`config.mk`:
```
export PLATFORM = sky130hd
export DESIGN_NAME = mem_arbiter
export DESIGN_NICKNAME = d
export VERILOG_FILES = /design/src/rtl/cpu_types_pkg.sv /design/src/rtl/mem_watchdog.sv /design/src/rtl/mem_arbiter.sv
export SDC_FILE = /design/constraint.sdc
export NUM_CORES = 1
export LEC_CHECK = 0
export ABC_AREA = 1
export CAP_MARGIN = 10
export CORE_AREA = 2 2 103 105
export DETAILED_ROUTE_END_ITERATION = 10
export DIE_AREA = 0 0 105 107
export HOLD_SLACK_MARGIN = 0.06
export SLEW_MARGIN = 20
export SYNTH_ARGS = -nofsm -noshare
export SYNTH_HDL_FRONTEND = slang
export SYNTH_SLANG_ARGS = --single-unit
export TNS_END_PERCENT = 50
```
`constraint.sdc`:
```
create_clock -name CLK -period 2 [get_ports CLK]
set_clock_uncertainty 0.05 [all_clocks]
set_input_delay 0.4 -clock CLK [delete_from_list [all_inputs] [get_ports CLK]]
set_output_delay 0.4 -clock CLK [all_outputs]
set_load 0.05 [all_outputs]
```
`src/rtl/cpu_types_pkg.sv`:
```
// Shared CPU-side types: RAM handshake state, arbiter grant state and the abort word.
package cpu_types_pkg;

  typedef logic [31:0] word_t;

  typedef enum logic [1:0] {FREE, BUSY, ACCESS, ERROR} ramstate_t;

  typedef enum logic [1:0] {IDLE, DGNT, IGNT} arbstate_t;

  localparam word_t BAD_WORD = 32'hBAD1BAD1;

endpackage

```
`src/rtl/mem_watchdog.sv`:
```
// Grant watchdog: counts granted cycles without ACCESS and flags the cycle that hits TIMEOUT-1.
module mem_watchdog #(
  parameter int unsigned TIMEOUT = 16
) (
  input  logic CLK,
  input  logic nRST,
  input  logic clear,
  input  logic tick,
  output logic expired
);

  localparam int unsigned CW = (TIMEOUT > 1) ? $clog2(TIMEOUT) : 1;
  localparam logic [CW-1:0] LAST = CW'(TIMEOUT - 1);

  logic [CW-1:0] count;

  always_ff @(posedge CLK or negedge nRST) begin
    if (!nRST) begin
      count <= '0;
    end else if (clear) begin
      count <= '0;
    end else if (tick) begin
      count <= count + 1'b1;
    end
  end

  assign expired = tick && (count == LAST);

endmodule

```
`src/rtl/mem_arbiter.sv`:
```
// Two-port (instruction/data) arbiter in front of a single RAM; data wins ties, round-robin on completion.
// Optional grant watchdog enabled by defining MEM_ARB_TIMEOUT_EN.
module mem_arbiter
  import cpu_types_pkg::*;
#(
  parameter int unsigned TIMEOUT = 16,
  parameter word_t       BAD     = BAD_WORD
) (
  input  logic      CLK,
  input  logic      nRST,
  input  logic      iREN,
  input  word_t     iaddr,
  output logic      iwait,
  output word_t     iload,
  input  logic      dREN,
  input  logic      dWEN,
  input  word_t     daddr,
  input  word_t     dstore,
  output logic      dwait,
  output word_t     dload,
  output logic      ramREN,
  output logic      ramWEN,
  output word_t     ramaddr,
  output word_t     ramstore,
  input  word_t     ramload,
  input  ramstate_t ramstate,
  output logic      err
);

  arbstate_t state, next_state;
  logic      dreq, access, granted, expired, done;

  assign dreq    = dREN | dWEN;
  assign access  = (ramstate == ACCESS);
  assign granted = (state != IDLE);
  assign done    = granted & (access | expired);

  always_ff @(posedge CLK or negedge nRST) begin
    if (!nRST) begin
      state <= IDLE;
    end else begin
      state <= next_state;
    end
  end

  // RAM-facing side depends only on the grant and the port inputs, never on ramstate.
  always_comb begin
    ramREN   = 1'b0;
    ramWEN   = 1'b0;
    ramaddr  = '0;
    ramstore = '0;
    case (state)
      DGNT: begin
        ramaddr  = daddr;
        ramstore = dstore;
        ramWEN   = dWEN;
        ramREN   = dREN & ~dWEN;
      end
      IGNT: begin
        ramaddr = iaddr;
        ramREN  = iREN;
      end
      default: ;
    endcase
  end

  always_comb begin
    next_state = state;
    iwait      = iREN;
    dwait      = dreq;
    iload      = '0;
    dload      = '0;
    case (state)
      IDLE: begin
        if (dreq) begin
          next_state = DGNT;
        end else if (iREN) begin
          next_state = IGNT;
        end
      end
      DGNT: begin
        dwait = ~done;
        if (access) begin
          dload = ramload;
        end else if (expired) begin
          dload = BAD;
        end
        if (done) begin
          next_state = iREN ? IGNT : (dreq ? DGNT : IDLE);
        end else if (!dreq) begin
          next_state = IDLE;
        end
      end
      IGNT: begin
        iwait = ~done;
        if (access) begin
          iload = ramload;
        end else if (expired) begin
          iload = BAD;
        end
        if (done) begin
          next_state = dreq ? DGNT : (iREN ? IGNT : IDLE);
        end else if (!iREN) begin
          next_state = IDLE;
        end
      end
      default: next_state = IDLE;
    endcase
  end

`ifdef MEM_ARB_TIMEOUT_EN
  logic wd_clear, wd_tick, err_q;

  // Restart the count whenever a grant begins, completes or is abandoned.
  assign wd_tick  = granted & ~access;
  assign wd_clear = ~granted | done | (next_state != state);

  mem_watchdog #(.TIMEOUT(TIMEOUT)) u_watchdog (
    .CLK     (CLK),
    .nRST    (nRST),
    .clear   (wd_clear),
    .tick    (wd_tick),
    .expired (expired)
  );

  always_ff @(posedge CLK or negedge nRST) begin
    if (!nRST) begin
      err_q <= 1'b0;
    end else if (expired) begin
      err_q <= 1'b1;
    end
  end

  assign err = err_q;
`else
  logic unused_timeout;

  assign unused_timeout = ^TIMEOUT;
  assign expired        = 1'b0;
  assign err            = 1'b0;
`endif

endmodule
```
# Yosys cells after proc, flatten, opt, wreduce, memory -nomap -nowiden
# Index checks and enable logic that the tools add are counted.
classes:
  muxes: 20
  bitwise: 5
  n_reduce_logical: 3
  n_eq_ne: 6
op_table:
  columns: ["operator", "count"]
  rows:
  - ["32-bit 2-to-1 mux", 4]
  - ["32-bit one-hot mux with 2 select lines", 1]
  - ["2-bit 2-to-1 mux", 9]
  - ["3-bit != test, second input constant", 3]
  - ["2-bit one-hot mux with 3 select lines", 1]
  - ["2-bit == test, second input constant", 2]
  - ["1-bit 2-to-1 mux", 4]
  - ["3-bit AND reduction", 1]
  - ["1-bit AND", 2]
  - ["2-bit by 1-bit == test with 1-bit output, second input constant", 1]
  - ["2-bit logical NOT", 1]
  - ["1-bit inverter", 2]
  - ["1-bit one-hot mux with 2 select lines", 1]
  - ["2-bit nonzero test", 1]
  - ["1-bit bitwise OR", 1]
word_totals:
  register_bits: 2
  input_bits: 135
  output_inout_bits: 133

# Longest topological paths before layout
depth:
  ltp_word: 5
  mapped_depth: 10

# Worst setup path before layout
# No wires, ideal clock.
synth_timing:
  path_type: "register to output"
  start: "register state[0]"
  end: "output iload[10]"
  required_ns: 1.550
  path_slack_ns: -0.525
  t_arrival_ns: 2.075
  path_stages_with_launch: 7
  path_buffers: 2
  cell_sequence: "dfrtp_1 -> inv_1 -> ha_1 -> buf_6 -> inv_2 -> buf_2 -> nor3_1"
synth_between:
  elab_chain_len: 2
synth_rtl:
  columns: ["item", "line", "text"]
  rows:
  - ["start: declaration", "mem_arbiter.sv:30", "arbstate_t state, next_state;"]
  - ["start signal: assignment", "mem_arbiter.sv:42", "state <= next_state;"]
  - ["2-bit == test", "mem_arbiter.sv:73", "case (state)"]
  - ["32-bit 2-to-1 mux", "mem_arbiter.sv:73", null]
  - ["end: declaration", "mem_arbiter.sv:14", "output word_t iload,"]
# No other way between the ends.

# Final worst setup path
layout_timing:
  start: "register state[1]"
  end: "output ramaddr[2]"
layout_between:
  elab_chain_len: 2
layout_rtl:
  columns: ["item", "line", "text"]
  rows:
  - ["2-bit == test or 2-bit by 1-bit == test with 1-bit output (tied branches)", "mem_arbiter.sv:52", "case (state)"]
  - ["32-bit one-hot mux with 2 select lines (*)", "mem_arbiter.sv:52", null]
  - ["end: declaration", "mem_arbiter.sv:23", "output word_t ramaddr,"]
# Mark *: on every way between the ends. The rest lies on a longest branch, timed or not.

==> summary.txt <==
Cells and area
  • Finished Cell Area: 7659 µm²
  • Layout cells sized above 1: 55.48%
  • Commonest non-fill, non-tap cell in the layout: buf_12
  • Top Registers: state x2
  • Fin nets: 771
  • Max reg flops: 2
  • Reg with most FFs: state
  • # diodes: 0
  • Area Growth Syn to Fin: 352.4%
  • Most frequent cells in the layout: 148 x buf_12, 132 x clkdlybuf4s50_1, 89 x nand2_1, 63 x nor3_4, 41 x inv_1

Synthesis
  • Seq cells post-synth: 2
  • Sequential share of the synthesized area: 2.956%
  • YS warnings: 0
  • Mux contribution to synthesized area: 0%
  • Net Count, Synth: 473
  • Largest family of logic cells by synthesized area: simple AND/OR/NAND/NOR gates
  • XOR/XNOR Fraction of Synth Area: 0%
  • Yosys cell types: 20
  • Cell Area, Synth: 1693 µm²
  • Simple-gate share of the synthesized area: 48.78%
  • Syn Area/Cell: 5.084 µm²
  • Synth Area in Adders: 3.695%
  • Compound-cell area share of the yosys netlist: 15.15%
  • Mapped Cells: 333

Pwr
  • PD cells: 1299 nW/µm²
  • LEAKAGE: 3.315 nW
  • Worst VDD drop: 0.9694 mV

CTS
  • Clock sinks: 2
  • Clk_lat worst skew: 0.21 ns
  • Root buf cell: clkbuf_8
  • Clk buf depth: 2
  • Clock slew at reported path FFs: 0.03 ns
  • CTS tree: done
  • # hold bufs at CTS: 0
  • H-tree depth: 1
  • CTS Buf Count: 3

Setup path
  • R2R Setup Slk: 0.15 ns
  • Crit path max fanout: 7
  • Crit Path Class: flop to output pin
  • Critical Path End Type: output pin
  • Slowest cell on the critical path: dfrtp_1
  • Crit-path cells: inv_2, ha_4, bufbuf_16, nand2_1, a21oi_4, buf_12
  • Max incr delay on CP: 0.40 ns
  • CP Data Required Time: 1.55 ns
  • CP Data Arrival Time: 1.65 ns
  • Startpoint class of the critical path: flop
  • Critical path's top delay family: buffers and inverters
  • CP Buf/Inv Count: 3

Run
  • Max Cap Viol: 0

Timing
  • Final Hold Viols: 0
  • Final Max Slew Viols: 0
  • Hold WS: 0.3021 ns
  • # setup viols final: 46
  • Setup TNS: -2.229 ns
  • Period minus WS final: 2.098 ns
  • Worst setup margin: -0.09798 ns
  • F_max: 0.4766 GHz
  • Unrepaired setup endpoints after global routing: true
  • Period utilisation layout: 104.9%

Floorplan
  • Initial Utilization: 16.77%
  • Rows: 37
  • Core area: 10090 µm²
  • # IOs: 268
  • Die height: 107 µm
  • Die ar.: 11240 µm²
  • Width of the die: 105 µm

Placed design
  • Dpl hpwl: 9256 µm
  • GPL Wtd Cong: 0.7646
  • Placed Area: 6497 µm²
  • IO Port Bufs: 266

GRT
  • Largest net degree at the start of global routing: 23
  • First-pass GRT wire length: 18950 µm
  • Total congestion overflow: 0
  • Initial antenna violation count: 0
  • Vias in the first global route: 3622
  • Total global-route track usage: 21.08%

Detailed routing
  • # DRC: 0
  • Vias: 3365
  • Wire per inst: 16.35 µm
  • Pre-Repair DR Iteration Count: 4
  • DR vias/cell: 4.399
  • Detailed Route Iter0 Violations: 85
  • DRT antenna net count: 0
  • Total wire length: 12510 µm

Worst hold path
  • Min-Delay Path Class: primary input to asynchronous set/reset pin

Run status
  • Violated checks: negative setup slack
  • Run status: finished, violations left
[through the flow]
stage,instances,util [%],worst slack [ns],power [W]
after detailed placement,735,64.38,-0.1625,0.007565
after CTS,759,73.65,-0.07936,0.009540
after global routing,765,75.89,-0.1796,0.01036
after floorplan,333,-,-0.3788,0.004136
after global placement,735,64.38,-0.1503,0.007478
final,765,75.89,-0.09798,0.009946
[final timing paths]
check	cells after the start	end	start
setup / recovery	6	ramaddr[2]	state[1]$_DFFE_PN0P_
hold / removal	1	state[1]$_DFFE_PN0P_	nRST
setup reg to reg	11	state[0]$_DFFE_PN0P_	state[1]$_DFFE_PN0P_
hold reg to reg	3	state[1]$_DFFE_PN0P_	state[1]$_DFFE_PN0P_
max in group asynchronous	1	state[0]$_DFFE_PN0P_	nRST
min in group CLK	3	state[1]$_DFFE_PN0P_	state[1]$_DFFE_PN0P_
[metal layers]
metal,vias to the layer above,share of wire (%),GRT usage (%)
li1,1616,-,-
met1,1544,33,21.04
met2,185,57,43.41
met3,20,8.2,4.681
met4,0,1.8,5.238
met5,-,0,0
[report_power, final]
part           internal (W)  total (W)  switching, W
sequential        0.0000631  0.0000938     0.0000307
combinational       0.00453    0.00969       0.00516
clock              0.000127   0.000159     0.0000320
total               0.00472    0.00995       0.00523
[Yosys cell counts]
cell,n,share of area [%]
a21oi_1,17,5.0
a21oi_2,17,8.8
buf_1,1,0.22
buf_12,2,2.4
buf_2,15,4.4
buf_4,4,1.8
buf_6,5,3.3
buf_8,1,0.89
conb_1,1,0.22
dfrtp_1,2,3.0
ha_1,5,3.7
inv_1,71,16
inv_2,2,0.44
nand2_1,97,22
nand2_2,17,6.3
nand3_1,4,1.2
nor2_1,4,0.89
nor3_1,64,19
o21a_1,1,0.44
o21ai_0,3,0.89
[cells by family after synthesis]
kind of cell    after synthesis
buf+inv                     101
other cells                   1
compound gates               38
fa+ha+maj                     5
flops                         2
simple gates                186
[layout make-up]
cell class                      instances  area (µm²)
Timing Repair Buffer                  321        4902
Fill cell                             656        2434
Multi-Input combinational cell        230        2197
Inverter                               73       296.5
Tap cell                              136       170.2
Sequential cell                         2       51.30
Clock buffer                            3       41.29
[timing repair]
item / 4_1_cts / 5_1_grt
gates resized for setup: 114 / 54
cloned: 9 / 3
pin swaps: 33 / 56
buffers inserted: 13 / 3
endpoints found under the hold margin: 0 / 0
endpoints found under the setup margin: 121 / 118
[worst register-to-register path: cells and delay by family (launching register included)]
| kind | cells | cell delay [ns] |
|---|---|---|
| adder cells (fa/ha/maj) | 1 | 0.21 |
| buffers and inverters | 3 | 0.50 |
| flip-flops | 1 | 0.38 |
| AND/OR/NAND/NOR | 7 | 0.65 |
Note: power is estimated with default switching activity, not from simulation.
